`src/rtl/unique_compactor.sv`:
```
// unique_compactor
//   Buffers groups of GROUP_SIZE elements in an input FIFO. While a job is
//   running, it pops one group per accepted cycle. For each group it emits the
//   distinct elements in order of first occurrence, a per-element index map
//   into those slots, and the unique count. A job is num_iters iterations of
//   num_reads_per_iter reads each.
//
// Ports
//   clk, rst               clock; synchronous active-low reset
//   configure              load job counts and bypass (any state)
//   num_iters              iterations per job
//   num_reads_per_iter     pops per iteration
//   bypass                 pass groups through without deduplication
//   data_in, valid_in      input group (element i at [i*DATA_WIDTH +: DATA_WIDTH])
//   avail_out              at least two FIFO slots free
//   data_out               compacted uniques; unused slots are zero
//   idx_map                per-element slot index (element i at [i*IDX_W +: IDX_W])
//   num_unique             number of valid slots in data_out
//   valid_out              one-cycle strobe for a new result
//   avail_in               downstream can accept a result next cycle
//   done                   end-of-job pulse
//   overflow               sticky: a group arrived while the FIFO was full
module unique_compactor #(
   parameter int unsigned GROUP_SIZE             = 4,
   parameter int unsigned DATA_WIDTH             = 8,
   parameter int unsigned FIFO_DEPTH             = 8,
   parameter int unsigned LOG_MAX_ITERS          = 16,
   parameter int unsigned LOG_MAX_READS_PER_ITER = 16,
   localparam int unsigned IDX_W                 = $clog2(GROUP_SIZE)
) (
   input  logic                             clk,
   input  logic                             rst,
   input  logic                             configure,
   input  logic [LOG_MAX_ITERS-1:0]          num_iters,
   input  logic [LOG_MAX_READS_PER_ITER-1:0] num_reads_per_iter,
   input  logic                             bypass,
   input  logic [GROUP_SIZE*DATA_WIDTH-1:0] data_in,
   input  logic                             valid_in,
   output logic                             avail_out,
   output logic [GROUP_SIZE*DATA_WIDTH-1:0] data_out,
   output logic [GROUP_SIZE*IDX_W-1:0]      idx_map,
   output logic [IDX_W:0]                   num_unique,
   output logic                             valid_out,
   input  logic                             avail_in,
   output logic                             done,
   output logic                             overflow
);

   localparam int unsigned AW = $clog2(FIFO_DEPTH);
   localparam int unsigned GW = GROUP_SIZE * DATA_WIDTH;

   typedef enum logic [1:0] {S_IDLE, S_RUN, S_DRAIN} state_t;

   state_t                            r_state, w_state_nxt;
   logic [GW-1:0]                     r_mem [FIFO_DEPTH];
   logic [AW:0]                       r_wr_ptr, r_rd_ptr;
   logic [LOG_MAX_ITERS-1:0]          r_iters;
   logic [LOG_MAX_READS_PER_ITER-1:0] r_reads, r_reads_reload;
   logic                              r_bypass, r_done, r_overflow, r_valid_out;
   logic [GW-1:0]                     r_data_out;
   logic [GROUP_SIZE*IDX_W-1:0]       r_idx_map;
   logic [IDX_W:0]                    r_num_unique;

   logic [AW:0]                       w_count;
   logic                              w_empty, w_full, w_push, w_pop;
   logic                              w_cfg_zero, w_reads_one, w_last, w_done_nxt;
   logic [GW-1:0]                     w_head, w_cdata;
   logic [GROUP_SIZE*IDX_W-1:0]       w_cidx, w_bidx;
   logic [IDX_W:0]                    w_cnt;
   logic                              w_found;
   logic [IDX_W-1:0]                  w_slot;

   // FIFO status; pointers carry one extra wrap bit
   assign w_count   = r_wr_ptr - r_rd_ptr;
   assign w_empty   = (r_wr_ptr == r_rd_ptr);
   assign w_full    = (r_wr_ptr[AW] != r_rd_ptr[AW]) &&
                      (r_wr_ptr[AW-1:0] == r_rd_ptr[AW-1:0]);
   assign avail_out = ((32'(w_count) + 32'd2) <= FIFO_DEPTH);
   assign w_push    = valid_in && !w_full;
   assign w_head    = r_mem[r_rd_ptr[AW-1:0]];

   assign w_cfg_zero  = (num_iters == '0) || (num_reads_per_iter == '0);
   assign w_reads_one = (r_reads == LOG_MAX_READS_PER_ITER'(1));
   assign w_last      = w_reads_one && (r_iters == LOG_MAX_ITERS'(1));
   // configure wins over a pop in the same cycle
   assign w_pop       = (r_state == S_RUN) && !w_empty && avail_in && !configure;

   always_ff @(posedge clk) begin
      if (!rst) r_state <= S_IDLE;
      else      r_state <= w_state_nxt;
   end

   always_comb begin
      w_state_nxt = r_state;
      w_done_nxt  = 1'b0;
      if (configure) begin
         w_state_nxt = w_cfg_zero ? S_IDLE : S_RUN;
         w_done_nxt  = w_cfg_zero;
      end else begin
         case (r_state)
            S_IDLE:  w_state_nxt = S_IDLE;
            S_RUN: begin
               if (w_pop && w_last) begin
                  w_state_nxt = S_DRAIN;
                  w_done_nxt  = 1'b1;
               end
            end
            S_DRAIN: w_state_nxt = S_IDLE;
            default: w_state_nxt = S_IDLE;
         endcase
      end
   end

   always_ff @(posedge clk) begin
      if (w_push) r_mem[r_wr_ptr[AW-1:0]] <= data_in;
   end

   always_ff @(posedge clk) begin
      if (!rst) begin
         r_wr_ptr   <= '0;
         r_rd_ptr   <= '0;
         r_overflow <= 1'b0;
      end else begin
         if (w_push) r_wr_ptr <= r_wr_ptr + (AW+1)'(1);
         if (w_pop)  r_rd_ptr <= r_rd_ptr + (AW+1)'(1);
         if (valid_in && w_full) r_overflow <= 1'b1;
      end
   end

   always_ff @(posedge clk) begin
      if (!rst) begin
         r_iters        <= '0;
         r_reads        <= '0;
         r_reads_reload <= '0;
         r_bypass       <= 1'b0;
      end else if (configure) begin
         r_iters        <= num_iters;
         r_reads        <= num_reads_per_iter;
         r_reads_reload <= num_reads_per_iter;
         r_bypass       <= bypass;
      end else if (w_pop) begin
         if (w_reads_one) begin
            if (!w_last) begin
               r_iters <= r_iters - LOG_MAX_ITERS'(1);
               r_reads <= r_reads_reload;
            end else begin
               r_iters <= '0;
               r_reads <= '0;
            end
         end else begin
            r_reads <= r_reads - LOG_MAX_READS_PER_ITER'(1);
         end
      end
   end

   // Element i either repeats an earlier element (reuse its slot) or takes
   // the next free slot.
   always_comb begin
      w_cdata = '0;
      w_cidx  = '0;
      w_bidx  = '0;
      w_cnt   = '0;
      w_found = 1'b0;
      w_slot  = '0;
      for (int unsigned i = 0; i < GROUP_SIZE; i++) begin
         w_bidx[i*IDX_W +: IDX_W] = IDX_W'(i);
         w_found = 1'b0;
         w_slot  = '0;
         for (int unsigned j = 0; j < i; j++) begin
            if (!w_found && (w_head[j*DATA_WIDTH +: DATA_WIDTH] ==
                             w_head[i*DATA_WIDTH +: DATA_WIDTH])) begin
               w_found = 1'b1;
               w_slot  = w_cidx[j*IDX_W +: IDX_W];
            end
         end
         if (w_found) begin
            w_cidx[i*IDX_W +: IDX_W] = w_slot;
         end else begin
            w_cidx[i*IDX_W +: IDX_W]            = w_cnt[IDX_W-1:0];
            w_cdata[w_cnt*DATA_WIDTH +: DATA_WIDTH] = w_head[i*DATA_WIDTH +: DATA_WIDTH];
            w_cnt = w_cnt + (IDX_W+1)'(1);
         end
      end
   end

   always_ff @(posedge clk) begin
      if (!rst) begin
         r_valid_out  <= 1'b0;
         r_done       <= 1'b0;
         r_data_out   <= '0;
         r_idx_map    <= '0;
         r_num_unique <= '0;
      end else begin
         r_valid_out <= w_pop;
         r_done      <= w_done_nxt;
         if (w_pop) begin
            r_data_out   <= r_bypass ? w_head : w_cdata;
            r_idx_map    <= r_bypass ? w_bidx : w_cidx;
            r_num_unique <= r_bypass ? (IDX_W+1)'(GROUP_SIZE) : w_cnt;
         end
      end
   end

   assign data_out   = r_data_out;
   assign idx_map    = r_idx_map;
   assign num_unique = r_num_unique;
   assign valid_out  = r_valid_out;
   assign done       = r_done;
   assign overflow   = r_overflow;

endmodule

```
`config.mk`:
```
export PLATFORM = sky130hd
export DESIGN_NAME = unique_compactor
export DESIGN_NICKNAME = d
export VERILOG_FILES = /design/src/rtl/unique_compactor.sv
export SDC_FILE = /design/constraint.sdc
export NUM_CORES = 1
export LEC_CHECK = 0
export BUFFER_PORTS_ARGS = -buffer_cell sky130_fd_sc_hd__buf_2
export CELL_PAD_IN_SITES_DETAIL_PLACEMENT = 2
export CELL_PAD_IN_SITES_GLOBAL_PLACEMENT = 2
export CORE_ASPECT_RATIO = 1.1
export CORE_MARGIN = 3
export CORE_UTILIZATION = 43
export CTS_CLUSTER_SIZE = 8
export DETAILED_ROUTE_END_ITERATION = 8
export PLACE_DENSITY = 0.87
export RECOVER_POWER = 100
export SLEW_MARGIN = 15
export SYNTH_ARGS = -nofsm -noshare
export SYNTH_HDL_FRONTEND = slang
export SYNTH_SLANG_ARGS = --single-unit
```
`constraint.sdc`:
```
create_clock -name clk -period 5.9 [get_ports clk]
set_clock_uncertainty 0.15 [all_clocks]
set_input_delay 0.59 -clock clk [delete_from_list [all_inputs] [get_ports clk]]
set_output_delay 0.59 -clock clk [all_outputs]
set_load 0.01 [all_outputs]
```
==> out/qor.tcl, run 1 <==
set qor(run_status) {complete, but fails checks}
set qor(violations) {max-capacitance violations, max-slew violations}
set qor(vias_per_cell) 6.06
set qor(final.setup.worst_slack_ns) 0.609
set qor(global_route.usage.met2_pct) 46.7
set qor(root_buffer) {clkbuf_16}
set qor(wl_per_cell_um) 29.8
set qor(max_stage_delay_ns) 1.11
set qor(critical_path.slowest_cell) {mux2i_1}
set qor(placed_cells) 1694
set qor(netlist.top_cell.by_area) {edfxtp_1}
set qor(detailedPlacementHpwl_um) 33300
set qor(finalWirelength_um) 53100
set qor(portBuffers) 113
set qor(sequential_fraction_of_the_synthesis_area_pct) 61.5
set qor(setup_repair_after_global_routing_missed_its_margin) {false}
set qor(grt_pass1_vias) 12000
set qor(global_route_wire_length_before_repair_um) 79600
set qor(worst_hold_path_type) {in2reg}
set qor(maximum_number_of_pins_on_one_net_before_global_route_repair) 77
set qor(synth.distinct_cells) 69
set qor(synth_enable_flop_cells) 256
set qor(max_cap_violations) 9
set qor(dp_slack_ns) 0.999
set qor(timing.final.hold_violations) 0
set qor(grt_util_met3_pct) 4.29
set qor(finalCriticalPeriod_ns) 5.29
set qor(peakVddDrop_mv) 0.255
set qor(gr-total-overflow) 0
set qor(initial_core_util_pct) 43.8
set qor(gr_util_all_layers_pct) 26.8
set qor(final_max_slew_viol_count) 342
set qor(nets) 1345
set qor(antenna_found_initial) 2
set qor(deepest_clock_path_buffer_count) 3
set qor(placementRows) 73
set qor(power_per_standard_cell_area_nw_per_um2) 332
set qor(crit_path_cell_trace) {buf_12 > mux4_2 > mux2i_1 > xor2_1 > nor4_1 > and2_0 > nor3_1 > clkbuf_2 > a221oi_1 > o31a_1}
set qor(postSynth.topFlopCell) {edfxtp_1}
set qor(synthesized_netlist_cell_count) 1133
set qor(clk_pin_slew_ns) 0.06
set qor(numClockSinks) 361
set qor(postSynthRegisterBits) 361
set qor(worstPathRequired_ns) 6.25
set qor(finalWeightedCongestion) 0.803
set qor(report.final.setup_viol) 0
set qor(area_added_between_synthesis_and_finish_pct) 15.0
set qor(die_h_um) 208
set qor(antenna_violating_nets_left) 0
set qor(grt.busiest_layer) {met2}
set qor(cts-hold-fix-buffers) 0
set qor(post_cts_resize_count) 0
set qor(fmax_mhz) 189
set qor(start_kind) {flip-flop}
set qor(ioPinCount) 117
set qor(syn-cell-area_um2) 15900
set qor(starting_drt_drc_count) 919
set qor(die_area_um2) 39300
set qor(worst-path-buf-inv) 2
set qor(crit_path_max_fanout) 30
set qor(synth_async_sr_flop_share_pct) 0
set qor(drc) 0
set qor(worstSkewPairLatency_ns) 0.61
set qor(number_of_buffers_inserted_during_clock_tree_synthesis) 51
set qor(htreeDepth) 2
set qor(synth_top_cell_area_share_pct) 48.3
set qor(max_transition_margin_pct) -184
set qor(endpoint_kind) {flip-flop}
set qor(chip_width_um) 189
set qor(syn_area_per_cell_um2) 14.0
set qor(critical_path_arrival_ns) 5.64
set qor(timing.critical_path.max_delay_family) {multiplexers}
set qor(tightestPinTransition_ns) 4.26
set qor(yosys-top-cells-area) {edfxtp_1 (48%), dfxtp_1 (13%), mux4_2 (9.1%)}
set qor(final-instance-count-excl-fill) 1786
set qor(layout-drive-gt1-share_pct) 16.7
set qor(synthesis.yosys.warnings) 0
set qor(groute.layer.met1.usage_pct) 34.0
set qor(tns_ns) 0
set qor(finalHoldWorstSlack_ns) 0.0957
set qor(period_utilization_pct) 89.7
set qor(core_area_um2) 36400
set qor(dr_pass1_iterations) 5
set qor(crit_type) {reg2reg}
set qor(cts_setup_buffers) 0
set qor(power.leakage_nw) 6.05
set qor(cts_tree) {built}
set qor(num_vias) 10800
-- cell type report --
cell class,instances,area [um2]
tap,487,609
clock inverter,4,62.6
timing repair buffer,136,639
multi-input combinational,680,5660
fill,3537,18100
sequential,361,9800
antenna,2,5.00
inverter,30,113
clock buffer,86,1410
-- layout by cell type, fill, tap and decap left out, drive strengths merged, types with 11 or more instances in the layout --
| master | netlist | layout |
|---|---|---|
| buf | 34 | 48 |
| nor2 | 114 | 114 |
| nor3 | 16 | 16 |
| a21oi | 69 | 69 |
| nand3 | 16 | 16 |
| o21ai | 49 | 49 |
| ha | 14 | 14 |
| mux2i | 44 | 44 |
| a31oi | 11 | 11 |
| clkbuf | 30 | 174 |
| dfxtp | 105 | 105 |
| xnor2 | 21 | 21 |
| a211oi | 11 | 11 |
| a221oi | 16 | 16 |
| mux4 | 64 | 64 |
| inv | 30 | 31 |
| xor2 | 44 | 44 |
| nand2 | 52 | 52 |
| edfxtp | 256 | 256 |
| nor4 | 24 | 24 |
-- registers in the layout, summed over array words and instances, names as in the netlist, named ones only --
register / cells
valid_out: 1
overflow: 1
r_mem: 256
r_reads: 16
data_out: 32
num_unique: 3
r_state: 2
r_iters: 16
idx_map: 5
done: 1
r_wr_ptr: 4
r_reads_reload: 16
r_rd_ptr: 4
r_bypass: 1
-- power breakdown --
group          internal (mW)  total (mW)  switching, mW
Clock                   1.61        2.79           1.18
Combinational          0.158       0.463          0.305
Sequential              2.78        2.83         0.0453
-- per-stage QoR --
step | area [um2] | utilization, % | total power [mW]
after floorplan | 15900 | - | 3.14
after CTS | 18500 | 50.9 | 6.13
after global placement | 17000 | 46.9 | 3.29
after global routing | 18300 | 50.3 | 6.26
final | 18300 | 50.3 | 6.08
after detailed placement | 17000 | 46.9 | 3.34
-- worst min-delay path, cell delays in order --
cell	delay [ns]
buf_2	0.08
mux2i_1	0.06
nor2_1	0.08
-- final timing paths --
kind	startpoint	endpoint	slack, ns	cells past startpoint
max reg2reg	flip-flop	data_out[12]$_SDFFE_PN0P_	0.61	10
min reg2reg	num_unique[1]$_SDFFE_PN0P_	num_unique[1]$_SDFFE_PN0P_	0.32	2
min	bypass	r_bypass$_SDFFE_PN0P_	0.1	3
max	flip-flop	data_out[12]$_SDFFE_PN0P_	0.61	10
-- per-layer routing --
layer	share of wire, %	vias to the layer above
met3	5.1	106
met4	3.1	0
met2	51	363
li1	-	4633
met1	41	5724
met5	0	-
-- synth_stat cells, drive strengths merged (4+ instances only) --
library cell  number
nor3              16
nand2             52
a31oi             11
clkbuf            30
or2                4
xor2              44
and4               4
nand2b             7
a32oi              6
xnor2             21
o31a               4
mux2i             44
o22ai              9
a2111o             8
a211oi            11
nand4              8
nor2             114
a221o              4
edfxtp           256
a21oi             69
dfxtp            105
o21ai             49
mux4              64
ha                14
nand3             16
inv               30
nor4              24
nand3b             6
nor2b              5
a221oi            16
a222oi             6
buf               34
-- logic make-up (layout without fill, tap and decap cells) --
group                      after synthesis  count (layout)  synth area share, %
and+or+nand+nor                        269             269                 8.27
other                                    1               5               0.0236
xor gates and xnor gates                65              65                 3.58
AOI/OAI and AO/OA                      219             219                 9.37
DFF                                    361             361                 61.5
muxes                                  109             109                 13.1
buffers and inverters                   94             256                 2.85
adders and majority gates               15              15                 1.23
Note: power is estimated with default switching activity, not from simulation.
==> run 2: changes to the inputs <==
--- a/config.mk
+++ b/config.mk
@@ -10,10 +10,10 @@
 export CELL_PAD_IN_SITES_GLOBAL_PLACEMENT = 2
 export CORE_ASPECT_RATIO = 1.1
 export CORE_MARGIN = 3
-export CORE_UTILIZATION = 43
+export CORE_UTILIZATION = 40
 export CTS_CLUSTER_SIZE = 8
 export DETAILED_ROUTE_END_ITERATION = 8
-export PLACE_DENSITY = 0.87
+export PLACE_DENSITY = 0.83
 export RECOVER_POWER = 100
 export SLEW_MARGIN = 15
 export SYNTH_ARGS = -nofsm -noshare
==> run 2 against run 1 <==
  * Count of clock-buffer cells in the layout is 1 lower
  * Sequential share of layout area hardly changed
  * Register-to-register slack better by 0.15 ns
  * Flip-flop and latch count stayed put
  * Fmax is 2.8% higher
  * Cell count is 1.1% higher
  * The flow still finishes with violations (max-capacitance violations, max-slew violations)
  * Critical endpoint is now data_out[20]$_SDFFE_PN0P_
  * Global-route usage is 2.3 points lower
==> out/qor.tcl, run 2 (synthesized netlist as in run 1, its figures left out) <==
set qor(cts_tree) {built} ;# unchanged
set qor(endpoint_kind) {flip-flop} ;# unchanged
set qor(power_mw) 6.00 ;# was 6.08 mW
set qor(grt_pass1_vias) 11900 ;# was 12.0k
set qor(cts-hold-fix-buffers) 0 ;# unchanged
set qor(deepest_clock_path_buffer_count) 3 ;# unchanged
set qor(placementRows) 76 ;# was 73
set qor(root_buffer) {clkbuf_16} ;# unchanged
set qor(num_vias) 10700 ;# was 10.8k
set qor(largest_register_ff_count) 256 ;# unchanged
set qor(finalCriticalPeriod_ns) 5.15 ;# was 5.29 ns
set qor(tightestPinTransition_ns) 3.95 ;# was 4.26 ns
set qor(violations) {max-capacitance violations, max-slew violations} ;# unchanged
set qor(wl_per_cell_um) 28.7 ;# was 29.8 um
set qor(die_area_um2) 42200 ;# was 39,300 um2
set qor(multiInputGateArea_um2) 5680 ;# was 5660 um2
set qor(dr_pass1_iterations) 5 ;# unchanged
set qor(fmax_mhz) 194 ;# was 189 MHz
set qor(layout-drive-gt1-share_pct) 17.0 ;# was 16.7%
set qor(portBuffers) 113 ;# unchanged
set qor(final_max_slew_viol_count) 344 ;# was 342
set qor(area_added_between_synthesis_and_finish_pct) 15.0 ;# about the same
set qor(power_per_standard_cell_area_nw_per_um2) 328 ;# was 332 nW/um2
set qor(ioPinCount) 117 ;# unchanged
set qor(report.final.setup_viol) 0 ;# unchanged
set qor(final.setup.worst_slack_ns) 0.755 ;# was 0.609 ns
set qor(antenna_found_initial) 2 ;# unchanged
set qor(tns_ns) 0 ;# unchanged
set qor(power.leakage_nw) 6.06 ;# was 6.05 nW
set qor(dp_slack_ns) 0.980 ;# was 0.999 ns
set qor(finalCoreUtilization_pct) 46.7 ;# was 50.3%
set qor(worst_hold_path_type) {in2reg} ;# unchanged
set qor(cts_setup_buffers) 0 ;# unchanged
set qor(gr-total-overflow) 0 ;# unchanged
set qor(initial_core_util_pct) 40.6 ;# was 43.8%
set qor(drc) 0 ;# unchanged
set qor(critical_path_arrival_ns) 5.51 ;# was 5.64 ns
set qor(max_transition_margin_pct) -163 ;# was -184%
set qor(post_cts_resize_count) 0 ;# unchanged
set qor(maximum_number_of_pins_on_one_net_before_global_route_repair) 77 ;# unchanged
set qor(crit_type) {reg2reg} ;# unchanged
set qor(gr_util_all_layers_pct) 24.5 ;# was 26.8%
set qor(peakVddDrop_mv) 0.279 ;# was 0.255 mV
set qor(worstPathRequired_ns) 6.27 ;# was 6.25 ns
set qor(area.sequential_um2) 9800 ;# unchanged
set qor(global_route_wire_length_before_repair_um) 77900 ;# was 79,600 um
set qor(period_utilization_pct) 87.2 ;# was 89.7%
set qor(finalHoldWorstSlack_ns) 0.114 ;# was 0.0957 ns
set qor(crit_path_max_fanout) 31 ;# was 30
set qor(antenna_violating_nets_left) 0 ;# unchanged
set qor(starting_drt_drc_count) 769 ;# was 919
set qor(vias_per_cell) 5.93 ;# was 6.06
set qor(run_status) {complete, but fails checks} ;# unchanged
set qor(die_h_um) 215 ;# was 208 um
set qor(detailedPlacementHpwl_um) 32900 ;# was 33,300 um
set qor(finalWeightedCongestion) 0.810 ;# was 0.803
set qor(core_area_um2) 39200 ;# was 36,400 um2
set qor(layout.cells.most_common_list) {edfxtp_1 (256), clkbuf_1 (121), nor2_1 (107)} ;# was edfxtp_1 (256), clkbuf_1 (122), nor2_1 (108)
set qor(chip_width_um) 196 ;# was 189 um
set qor(number_of_buffers_inserted_during_clock_tree_synthesis) 51 ;# unchanged
set qor(htreeDepth) 2 ;# unchanged
set qor(clk_pin_slew_ns) 0.06 ;# about the same
set qor(finalWirelength_um) 51900 ;# was 53,100 um
set qor(nets) 1348 ;# was 1,345
set qor(start_kind) {flip-flop} ;# unchanged
set qor(max_cap_violations) 10 ;# was 9
set qor(num-fill-cells) 3821 ;# was 3,537
set qor(worstSkewPairLatency_ns) 0.60 ;# was 0.61 ns
set qor(layout_commonest_cell) {edfxtp_1} ;# unchanged
set qor(numClockSinks) 361 ;# unchanged
set qor(setup_repair_after_global_routing_missed_its_margin) {false} ;# unchanged
set qor(timing.final.hold_violations) 0 ;# unchanged
-- run 2: cell types whose count changed in the layout (fill, tap and decap cells not counted), sizes merged --
cell	delta
clkbuf	-1
clkinvlp	-1
inv	+1
clkinv	-1
buf	+3
diode	-1
-- run 2: through the flow --
stage               cells  area (um2)
global placement     1717       17100
global route         1806       18300
detailed placement   1717       17100
floorplan            1135       15900
finish               1806       18300
CTS                  1805       18500
-- run 2: power breakdown --
group	internal (mW)	total [mW]	leakage (nW)	switching, mW
clock	1.60	2.71	0.687	1.10
sequential	2.79	2.83	3.18	0.0453
combinational	0.158	0.464	2.19	0.305
-- run 2: cell type report --
cell class / instances / share of cell area [%]
clock buffer: 85 / 7.67
antenna: 1 / 0.0137
sequential: 361 / 53.5
tap: 507 / 3.47
inverter: 30 / 0.615
timing repair buffer: 139 / 3.48
multi-input combinational: 680 / 31.0
clock inverter: 3 / 0.205
-- run 2: critical path: stages (launching register included) --
cell	delay [ns]
dfxtp_4	0.77
buf_12	0.35
mux4_2	0.56
mux2i_1	0.87
xor2_1	0.24
nor4_1	0.54
and2_0	0.34
nor3_1	0.08
clkbuf_2	0.41
a2111o_1	0.57
a21oi_1	0.18
-- run 2: path summary, 6_finish.rpt --
check | startpoint | slack [ns] | end | cells after the start
setup / recovery | flip-flop | 0.75 | data_out[20]$_SDFFE_PN0P_ | 10
hold / removal | valid_in | 0.11 | overflow$_SDFFE_PN0P_ | 3
setup reg to reg | flip-flop | 0.75 | data_out[20]$_SDFFE_PN0P_ | 10
hold reg to reg | num_unique[1]$_SDFFE_PN0P_ | 0.32 | num_unique[1]$_SDFFE_PN0P_ | 2
-- run 2: routing by layer --
| layer | vias up | global-route usage (%) | wire length, um |
|---|---|---|---|
| li1 | 4642 | - | - |
| met1 | 5530 | 31.0 | 20900 |
| met2 | 418 | 41.4 | 25900 |
| met3 | 116 | 4.78 | 3170 |
| met4 | 2 | 9.96 | 1860 |
| met5 | - | 0 | 13 |
